File: config.mk
export PLATFORM = sky130hd
export DESIGN_NAME = logic_unit_pipe
export DESIGN_NICKNAME = d
export VERILOG_FILES = /design/src/rtl/logic_unit_pipe_pkg.sv /design/src/rtl/logic_op_core.sv /design/src/rtl/logic_unit_pipe.sv
export SDC_FILE = /design/constraint.sdc
export NUM_CORES = 1
export LEC_CHECK = 0
export BUFFER_PORTS_ARGS = -buffer_cell sky130_fd_sc_hd__buf_2
export CELL_PAD_IN_SITES_DETAIL_PLACEMENT = 1
export CELL_PAD_IN_SITES_GLOBAL_PLACEMENT = 2
export CORE_AREA = 2 2 89 74
export DETAILED_ROUTE_END_ITERATION = 8
export DIE_AREA = 0 0 91 76
export GPL_TIMING_DRIVEN = 0
export PLACE_DENSITY = 0.77
export SETUP_SLACK_MARGIN = 0.15
export SYNTH_ARGS = -nofsm -noshare
export SYNTH_HDL_FRONTEND = slang
export SYNTH_SLANG_ARGS = --single-unit
File: constraint.sdc
create_clock -name clk -period 1.8 [get_ports clk]
set_clock_uncertainty 0.1 [all_clocks]
set_input_delay 0 -clock clk [delete_from_list [all_inputs] [get_ports clk]]
set_output_delay 0 -clock clk [all_outputs]
set_load 0.005 [all_outputs]
File: src/rtl/logic_unit_pipe_pkg.sv
// Shared op-code definitions for the logic unit pipeline and anything that drives it.
// Build option: LOGIC_UNIT_PARITY_EN adds a registered parity output to logic_unit_pipe.
package logic_unit_pipe_pkg;

    localparam int OP_W = 3;

    typedef enum logic [OP_W-1:0] {
        OP_AND  = 3'd0,
        OP_OR   = 3'd1,
        OP_NAND = 3'd2,
        OP_NOR  = 3'd3,
        OP_XOR  = 3'd4,
        OP_XNOR = 3'd5,
        OP_NOT  = 3'd6,
        OP_PASS = 3'd7
    } op_e;

endpackage

File: src/rtl/logic_op_core.sv
// Purely combinational bitwise operator: y = f(op, a, b). b is ignored for NOT and PASS.
module logic_op_core
    import logic_unit_pipe_pkg::*;
#(
    parameter int WIDTH = 8
) (
    input  logic [OP_W-1:0]  op,
    input  logic [WIDTH-1:0] a,
    input  logic [WIDTH-1:0] b,
    output logic [WIDTH-1:0] y
);

    always_comb begin
        // NOTE: assign a default before the case so no path leaves y unassigned (no latch).
        y = '0;
        case (op_e'(op))
            OP_AND:  y = a & b;
            OP_OR:   y = a | b;
            OP_NAND: y = ~(a & b);
            OP_NOR:  y = ~(a | b);
            OP_XOR:  y = a ^ b;
            OP_XNOR: y = ~(a ^ b);
            OP_NOT:  y = ~a;
            OP_PASS: y = a;
            default: y = '0;
        endcase
    end

endmodule

File: src/rtl/logic_unit_pipe.sv
// One-stage valid/ready logic unit with a running XOR accumulator and delivery counter.
// Build option: LOGIC_UNIT_PARITY_EN adds output parity = ^y, registered alongside y.
module logic_unit_pipe
    import logic_unit_pipe_pkg::*;
#(
    parameter int WIDTH   = 8,
    parameter int COUNT_W = 8
) (
    input  logic               clk,
    input  logic               rst,
    input  logic               in_valid,
    output logic               in_ready,
    input  logic [OP_W-1:0]    op,
    input  logic [WIDTH-1:0]   a,
    input  logic [WIDTH-1:0]   b,
    input  logic               acc_clr,
    output logic               out_valid,
    input  logic               out_ready,
    output logic [WIDTH-1:0]   y,
    output logic [WIDTH-1:0]   acc,
    output logic [COUNT_W-1:0] count
`ifdef LOGIC_UNIT_PARITY_EN
    ,
    output logic               parity
`endif
);

    logic [WIDTH-1:0] f_result;
    logic             accept;
    logic             deliver;

    logic_op_core #(.WIDTH(WIDTH)) u_core (
        .op (op),
        .a  (a),
        .b  (b),
        .y  (f_result)
    );

    // The stage refills in the same cycle it drains, so it never inserts a bubble.
    assign in_ready = !out_valid || out_ready;
    assign accept   = in_valid && in_ready;
    assign deliver  = out_valid && out_ready;

    always_ff @(posedge clk or posedge rst) begin
        if (rst) begin
            out_valid <= 1'b0;
            y         <= '0;
        end else begin
            // NOTE: state registers use non-blocking assignment so every flop updates from pre-edge values.
            if (accept) begin
                out_valid <= 1'b1;
                y         <= f_result;
            end else if (deliver) begin
                out_valid <= 1'b0;
            end
        end
    end

    // A clear colliding with a delivery restarts the fold from the delivered value.
    always_ff @(posedge clk or posedge rst) begin
        if (rst) begin
            acc   <= '0;
            count <= '0;
        end else if (acc_clr) begin
            acc   <= deliver ? y : '0;
            count <= deliver ? COUNT_W'(1) : '0;
        end else if (deliver) begin
            acc   <= acc ^ y;
            count <= count + COUNT_W'(1);
        end
    end

`ifdef LOGIC_UNIT_PARITY_EN
    always_ff @(posedge clk or posedge rst) begin
        if (rst) begin
            parity <= 1'b0;
        end else if (accept) begin
            parity <= ^f_result;
        end
    end
`endif

endmodule

After elaboration in Yosys (flattened, before gate mapping)
Cells that the tools add are included.
{"block": "totals", "elab_cells": 36, "out_inout_bits": 26, "ff_bits": 25}
{"block": "op_classes", "n_addsub": 1, "reduce_logical": 7, "n_eq_ne": 7, "mux": 9, "bitwise": 8}
{"cell": "8-bit case mux with 8 select lines", "count": 1}
{"cell": "8-bit two-way mux", "count": 5}
{"cell": "8-bit inverter", "count": 4}
{"cell": "8-bit XOR", "count": 2}
{"cell": "3-bit == test, second input constant", "count": 4}
{"cell": "8-bit by 1-bit adder with 8-bit output, second input constant", "count": 1}
{"cell": "8-bit AND", "count": 1}
{"cell": "8-bit bitwise OR", "count": 1}
{"cell": "3-bit by 2-bit == test with 1-bit output, second input constant", "count": 2}
{"cell": "2-bit nonzero test", "count": 2}
{"cell": "3-bit by 1-bit == test with 1-bit output, second input constant", "count": 1}
{"cell": "3-bit logical NOT", "count": 1}
{"cell": "1-bit two-way mux", "count": 3}
{"cell": "1-bit logical AND", "count": 2}
{"cell": "1-bit logical NOT", "count": 1}
{"cell": "1-bit logical OR", "count": 1}

Longest topological paths before layout
Gate-level depths: netlist of run 1.
{"block": "depth", "ltp_word": 4, "ltp_mapped": 6}

Cells and area by module
Synthesis of run 1 repeated with hierarchy kept, for this count alone.
{"block": "unflattened", "cells_unflattened": 206, "hier_area_um2": 1894.3}
{"module": "logic_unit_pipe", "n_inst": 1, "seq_area_each_um2": 625.6, "area_per_inst_um2": 1094.8, "cells_each": 95}
{"module": "logic_op_core", "n_inst": 1, "seq_area_each_um2": 0.0, "area_per_inst_um2": 799.5, "cells_each": 111}

Worst setup path before layout of run 1
Ideal clock, no wire load.
{"block": "synth_path", "kind": "flip-flop to flip-flop", "from": "reg out_valid", "to": "reg count[1]", "setup_ns": 0.131, "stages_incl_launch_ff": 6, "arrival_time_ns": 1.119, "path_slack_ns": 0.450, "synth_period_minus_slack_ns": 1.350, "n_path_buf": 2, "cell_sequence": "dfrtp_1 and2_1 clkbuf_1 buf_2 mux2i_1 nor2_1"}
{"block": "synth_between", "elab_chain_len": 2}
{"element": "start: declaration", "line_no": "logic_unit_pipe.sv:17", "rtl": "output logic out_valid,"}
{"element": "start signal: assignment", "line_no": "logic_unit_pipe.sv:46", "rtl": "out_valid <= 1'b0;"}
{"element": "start signal: assignment", "line_no": "logic_unit_pipe.sv:51", "rtl": "out_valid <= 1'b1;"}
{"element": "start signal: assignment", "line_no": "logic_unit_pipe.sv:54", "rtl": "out_valid <= 1'b0;"}
{"element": "1-bit logical AND", "line_no": "logic_unit_pipe.sv:42", "rtl": "assign deliver = out_valid && out_ready;"}
{"element": "2-bit nonzero test (no line)"}
{"element": "end signal: assignment", "line_no": "logic_unit_pipe.sv:66", "rtl": "count <= deliver ? COUNT_W'(1) : '0;"}
{"element": "end signal: assignment", "line_no": "logic_unit_pipe.sv:69", "rtl": "count <= count + COUNT_W'(1);"}
{"element": "end: declaration", "line_no": "logic_unit_pipe.sv:21", "rtl": "output logic [COUNT_W-1:0] count"}
Every way passes these cells.
A chain may end at the register's enable or synchronous reset.

Final worst setup path of run 1
Same ends and word-level chain as after synthesis.

==> impl.org, run 1 <==
** Floorplanning
- Die outline area :: 0.00692 mm2
- Die height :: 76 um
- For this configuration, the core starts out at a cell density of 30.6%.
- Core region area :: 0.00612 mm2
- The floorplan has 26 rows.
- IO Pins :: 50
- The floorplan step set the die width to 91 um.

** STA
- Max-slew violations :: 0
- Post-route worst setup slack :: 0.266 ns
- Number of hold-slack violations in the final timing report :: 0
- After layout, the minimum clock period comes to 1.53 ns.
- Of the available clock period, the critical path in the final layout requires 85.2%.
- Setup repair after global routing left no endpoint under its margin.
- Measured against its own limit, the worst slew margin works out to 37.0%.
- Transition at the pin with the smallest max-transition slack :: 0.944 ns
- Timing-limited maximum frequency :: 652 MHz
- Worst-case hold slack :: 0.0769 ns
- Final setup TNS :: 0 ns
- Setup Viol. Count Final :: 0

** Setup path
- In this run the critical register-to-register path is launched from out_valid.
- The worst setup path is of the register to register kind.
- Flop-to-flop setup slack :: 0.27 ns
- Worst setup path start :: out_valid
- The worst setup path is captured at a register.
- For the worst flop-to-flop path, the logic depth is 5.
- Maximum fanout count along the critical path :: 10
- Critical Path Source Type :: register
- Critical Path Sink :: count[1]
- In this run the critical register-to-register path is captured at count[1].
- At the worst endpoint, the arrival time is 1.59 ns.
- CP Data Required Time :: 1.86 ns

** Drt
- The routed layout has 1,491 vias.
- Length of the first detailed-routing pass in iterations :: 4
- Dividing the detail-routed wire length by the instance count gives 12.9 um.
- In the routed layout, each cell is associated on average with a via count of 4.52.
- Post-DRT Antenna Nets :: 0
- After detailed routing, the number of remaining DRC violations is 0.
- Number of DRC violations after detailed-routing iteration 0 :: 45
- Final wirelength :: 4260 um

** Placement
- In this run the cell area measured after placement is 0.00222 mm2.
- Number of buffers inserted by port buffering :: 49
- Detailed placer's ending HPWL :: 3330 um
- Final estimated routing congestion in global placement :: 0.768
- Timing analysis after detailed placement gives a worst setup slack of 0.235 ns.

** Job
- The tool flagged a number of max-cap violations equal to 0.

** Clock tree
- CTS HTree Levels :: 1
- Maximum clock path buffer count :: 2
- CTS clock-pin slew for the worst setup and hold paths :: 0.10 ns
- Cts bufs inserted :: 3
- CTS root buf :: sky130_fd_sc_hd__clkbuf_8
- Clock latency of the later-clocked register in the worst-skew pair :: 0.28 ns
- Buffer count from post-CTS setup fixing :: 0
- Clk sink count :: 25
- CTS tree :: yes

** Synthesis
- Combinational family with the most area after synthesis :: multiplexers
- Count of cell types in the netlist :: 30
- Of the total synthesized cell area, the portion taken by full adders, half adders and majority gates is 11.4%.
- Synthesis produced a netlist with a net count of 230.
- For this run, the number of Yosys warnings is 0.
- Total standard cell area after synthesis :: 0.00187 mm2
- The synthesized netlist devotes 7.03% of its cell area to XOR and XNOR gates.
- Synthesis handed over a netlist of 189 instances.
- Averaged over all synthesized cells, the footprint is 9.89 um2.
- Compound-cell area share of the yosys netlist :: 6.29%
- Share of cell area taken by muxes after synthesis :: 20.7%
- Area fraction in and, or, nand and nor cells after synthesis :: 14.0%
- Sequential-to-total area share from yosys stat :: 33.5%
- Synth Register Bits :: 25

** Finish
- Net total in the final layout :: 288
- Post-synthesis to final-layout area growth :: 23.6%
- The post-route netlist has 27.6% of its cells at a drive strength greater than 1.
- Post-route cell area :: 0.00231 mm2
- # diodes :: 0

** Global routing
- Number of antenna violations at the first check in global routing :: 0
- The via count of the first global-routing pass came to 1,588.
- The total overflow left after global routing is 0.
- Maximum number of pins on one net before global-route repair :: 26
- Global-route wire length before repair :: 7580 um
- Overall global routing resource usage :: 13.1%

** Outcome
- The run finished with clean final reports.

** Power and ir drop
- Final total power :: 0.00149 W
- Worst voltage drop across the vdd grid :: 0.000274 V
- Power spread over the standard cell area amounts to 645 mW/mm2.
- The analysis attributes to cell leakage a power of 1.18 nW.

** Hold path
- Worst Hold Launch :: op[0]
- In this run the worst hold path is classified as input pin to register.
-- critical path, stage by stage, from the launching register on --
cell and delay [ns]:
sky130_fd_sc_hd__dfrtp_1 0.38, sky130_fd_sc_hd__and2_1 0.13, sky130_fd_sc_hd__clkbuf_1 0.27, sky130_fd_sc_hd__clkbuf_4 0.29, sky130_fd_sc_hd__mux2i_1 0.19, sky130_fd_sc_hd__nor2_1 0.05
-- cells in the mapped netlist, drive strengths merged --
cell	n	area share (%)
a21oi	7	1.9
clkbuf	3	0.60
o22ai	1	0.33
nand2b	5	1.7
a22o	1	0.47
xor2	6	2.8
nor2b	9	3.0
o211ai	1	0.40
o2111ai	1	0.47
nand2	18	3.6
ha	17	11
nand4	4	1.3
dfrtp	25	33
o32a	1	0.54
and3	2	0.67
nor2	15	3.0
o21ai	7	1.9
a31oi	1	0.33
mux2	7	4.2
mux4	7	8.4
inv	18	3.6
nor4	1	0.33
and2	1	0.33
mux2i	15	8.0
xnor2	9	4.2
buf	7	2.9
-- metrics by stage --
stage / utilization [%] / std cells
floorplan: - / 189
global placement: 36.3 / 322
detailed placement: 36.3 / 322
CTS: 37.7 / 330
global route: 37.8 / 330
finish: 37.8 / 330
-- repair_timing --
item,4_1_cts,5_1_grt
endpoints found under the hold margin,32,0
hold buffers,4,0
endpoints found under the setup margin,0,4
resized for setup,0,1
-- layout by cell type (no fill, tap or decap), drive strengths merged, types with 9 or more instances in the layout --
cell type	netlist	final
buf	7	55
xnor2	9	9
ha	17	17
inv	18	18
mux2i	15	15
dfrtp	25	25
nand2	18	18
nor2b	9	9
nor2	15	15
-- logic make-up after synthesis --
group	Yosys count
adders and majority gates	17
buffers and inverters	28
and+or+nand+nor	55
xor gates and xnor gates	15
AOI/OAI and AO/OA	20
muxes	29
DFF	25
-- where the power goes --
part	total [W]	internal, W	leakage [nW]	switching [W]
clock network	0.000350	0.000157	0.0217	0.000193
logic	0.000454	0.000238	0.833	0.000216
registers	0.000686	0.000635	0.324	0.0000510
-- worst min path at each step --
stage	cells past startpoint	to	slack (ns)
2_1_floorplan	1	acc[0]	-0.07
3_3_place_gp	2	out_valid	0.11
3_5_place_dp	2	out_valid	0.14
4_1_cts	3	y[6]	0.08
5_1_grt	3	y[6]	0.09
6_report	3	y[6]	0.08
-- cell type report --
cell class,instances,area (um2)
clock buffers,3,41.3
inverters,18,67.6
clock inverters,1,7.51
multi-input cells,136,1110
repair buffers,53,285
flip-flops and latches,25,626
plain buffers,10,68.8
fillers,752,3800
well taps,84,105
-- sequential cells by signal, indices dropped and copies added, names as in the netlist --
name,count
y,8
out_valid,1
acc,8
count,8
-- layer usage --
layer,part of all wire (%),track usage (%)
met2,45,21.3
met1,49,18.2
met5,0,0
met4,0.82,3.64
met3,4.6,2.18
Power figures use the tool's default switching activity.
==> run 2: changes to the inputs <==
==> constraint.sdc (replaced) <==
create_clock -name clk -period 1.75 [get_ports clk]
set_clock_uncertainty 0.1 [all_clocks]
set_input_delay 0 -clock clk [delete_from_list [all_inputs] [get_ports clk]]
set_output_delay 0 -clock clk [all_outputs]
set_load 0.005 [all_outputs]
==> run 2 against run 1 <==
  * Total power up 2.8%
  * Cell area up 0.11%
  * Setup slack improved by 0.094 ns
  * Critical endpoint unchanged
==> impl.org, run 2 (synthesis results as in run 1) <==
** Outcome
- The run finished with clean final reports.

** STA
- Post-route worst setup slack :: 0.360 ns (+0.0945 ns)
- Max-slew violations :: 0 (unchanged)
- The total count of hold-check failures in the final report was 0 (unchanged).
- Final worst path period need :: 1.39 ns (-0.144 ns)
- The maximum clock rate was 720 MHz (+10%).
- Setup repair after global routing left no endpoint under its margin.
- Setup Viol. Count Final :: 0 (unchanged)
- The transition time at the pin with the least slew margin was 0.943 ns (-0.00108 ns).
- Final setup TNS :: 0 ns (unchanged)
- The relative slew slack is 37.1% (+0.072 points).
- The post-route clock period utilization is 79.4% (-5.8 points).

** Drt
- The number of optimization iterations in the first detailed-route pass is 4 (unchanged).
- Routed length per instance :: 12.9 um (-0.21%)
- DR vias/cell :: 4.52 (unchanged)
- Final wirelength :: 4250 um (-0.21%)
- Post-DRT Antenna Nets :: 0 (unchanged)
- Routed via count :: 1,491 (unchanged)
- Final routed DRC violation total :: 0 (unchanged)
- The first-iteration detailed-routing DRC count is 43 (-4.4%).

** Floorplanning
- Row Count :: 26 (unchanged)
- The total die area is 0.00692 mm2 (unchanged).
- Core region area :: 0.00612 mm2 (unchanged)
- IO Pins :: 50 (unchanged)
- The vertical die dimension was 76 um (unchanged).
- The starting density of the core is 30.6% (unchanged).
- The chip width was 91 um (unchanged).

** Power and ir drop
- Power density normalized to cell area :: 662 mW/mm2 (+2.7%)
- Leakage :: 1.18 nW (+0.50%)
- The peak supply drop was 0.000291 V (+6.2%).

** Finish
- FF+latch area :: 626 um2 (unchanged)
- Filler Cell Count :: 751 (-0.13%)
- The number of antenna cells inserted is 0 (unchanged).
- In the layout the commonest cells are 52 x sky130_fd_sc_hd__buf_2, 25 x sky130_fd_sc_hd__dfrtp_1, 18 x sky130_fd_sc_hd__nand2_1, 18 x sky130_fd_sc_hd__inv_1, 17 x sky130_fd_sc_hd__ha_1.
- Fraction of layout cells with a size suffix above 1 :: 28.5% (+0.81 points)
- The library cell used most frequently in the layout, excluding fill and tap cells, is sky130_fd_sc_hd__buf_2.
- Combined area of the multi-input logic cells :: 0.00111 mm2 (unchanged)
- Leading registers by flop count :: acc: 8 flops, count: 8 flops, y: 8 flops
- Post-synthesis to final-layout area growth :: 23.8%
- Post-Layout Cell Count :: 330 (unchanged)
- The number of nets in the layout is 288 (unchanged).

** Setup path
- The data arrival time of the worst path is 1.45 ns (-0.14 ns).
- Critical Path Source Type :: register
- Buffers and inverters on the worst path :: 2 (unchanged)
- The reg-to-reg setup timing slack was 0.36 ns (+0.09 ns).
- CP Data Required Time :: 1.81 ns (-0.05 ns)
- The critical path goes through and2_1 > clkbuf_2 > clkbuf_4 > mux2i_1 > nor2_1.
- Library cell contributing the largest single delay on the critical path :: sky130_fd_sc_hd__dfrtp_1
- The maximum fanout count along the critical path is 10 (unchanged).
- STA classifies the critical path endpoint as a register.
- Worst Reg2Reg Path Length in Cells :: 5 (unchanged)
- CP top delay family :: buffers and inverters
- Setup CP Type :: register to register
- The peak per-stage delay on the critical path came to 0.38 ns (about the same).
- The logic depth of the worst path, buffers included was 5 (unchanged).

** Global routing
- The number of antenna violations at the first check in global routing came to 0 (unchanged).
- The wire length of the first global-routing pass came to 7580 um (unchanged).
- The pin count of the biggest net entering global routing came to 26 (unchanged).
- The global route total overflow was 0 (unchanged).
- The via count of the first global-routing pass is 1,588 (unchanged).
- Overall global routing resource usage :: 13.1% (unchanged)

** Clock tree
- Cts bufs inserted :: 3 (unchanged)
- Clock latency of the later-clocked register in the worst-skew pair :: 0.28 ns (about the same)
- CTS HTree Levels :: 1 (unchanged)
- TritonCTS built the clock tree.
- CTS root buf :: sky130_fd_sc_hd__clkbuf_8
- Maximum clock path buffer count :: 2 (unchanged)
- Clk sink count :: 25 (unchanged)
- The clock edge transition at the registers on the reported setup and hold paths was 0.10 ns (about the same).

** Hold path
- The count of cells along the worst hold path was 3 (unchanged).
- Hold crit path type :: input pin to register

** Job
- The number of max-cap violations was 0 (unchanged).

** Placement
- The count of placed standard cells including taps came to 322 (unchanged).
- The worst setup timing slack at the placement stage is 0.185 ns (-0.0500 ns).
- The number of I/O port buffers is 49 (unchanged).
- Final estimated routing congestion in global placement :: 0.768 (unchanged)
- The HPWL after detailed placement is 3330 um (unchanged).
-- run 2: cell types whose count changed in the layout (fill, tap and decap cells not counted) --
cell / previous run / this run
sky130_fd_sc_hd__clkbuf_2: 0 / 2
sky130_fd_sc_hd__clkbuf_1: 3 / 1
-- run 2: layout make-up --
class | instances | area share (%)
inverters | 18 | 2.92
well taps | 84 | 4.54
multi-input cells | 136 | 48.0
flip-flops and latches | 25 | 27.0
clock buffers | 3 | 1.78
repair buffers | 53 | 12.3
plain buffers | 10 | 3.08
clock inverters | 1 | 0.324
-- run 2: final timing paths --
path                            from  endpoint
setup / recovery           out_valid  count[1]
hold / removal                 op[0]      y[6]
setup reg to reg           out_valid  count[1]
hold reg to reg                 y[3]      y[3]
max in group asynchronous        rst  count[7]
min in group asynchronous        rst  count[2]
-- run 2: per-layer routing --
layer / part of all wire [%] / up-vias / global-route usage, %
met5: 0 / - / 0
met4: 0.82 / 0 / 3.64
met3: 4.6 / 4 / 2.18
met2: 45 / 33 / 21.3
met1: 50 / 707 / 18.2
li1: - / 747 / -
-- run 2: report_power, final --
group          leakage (nW)  switching, W  internal, W
combinational         0.839      0.000222     0.000246
sequential            0.324     0.0000525     0.000653
clock                0.0217      0.000197     0.000162
-- run 2: timing repair --
| item | in CTS | in global routing |
|---|---|---|
| endpoints found under the setup margin | 0 | 14 |
| setup buffers | 0 | 0 |
| endpoints found under the hold margin | 32 | 0 |
| gates resized for setup | 0 | 5 |
| hold buffers | 4 | 0 |
-- run 2: through the flow --
step | util (%) | cell area [um2] | hold WS (ns) | power [W]
after floorplan | - | 1870 | -0.0727 | 0.000997
after global placement | 36.3 | 2220 | 0.106 | 0.00117
after detailed placement | 36.3 | 2220 | 0.141 | 0.00119
after CTS | 37.7 | 2310 | 0.0785 | 0.00156
after global routing | 37.8 | 2310 | 0.0922 | 0.00164
final | 37.8 | 2310 | 0.0781 | 0.00153
-- run 2: tightest hold or removal path, stage by stage --
cell and delay (ns):
sky130_fd_sc_hd__buf_2 0.14, sky130_fd_sc_hd__mux4_2 0.22, sky130_fd_sc_hd__o21ai_1 0.05
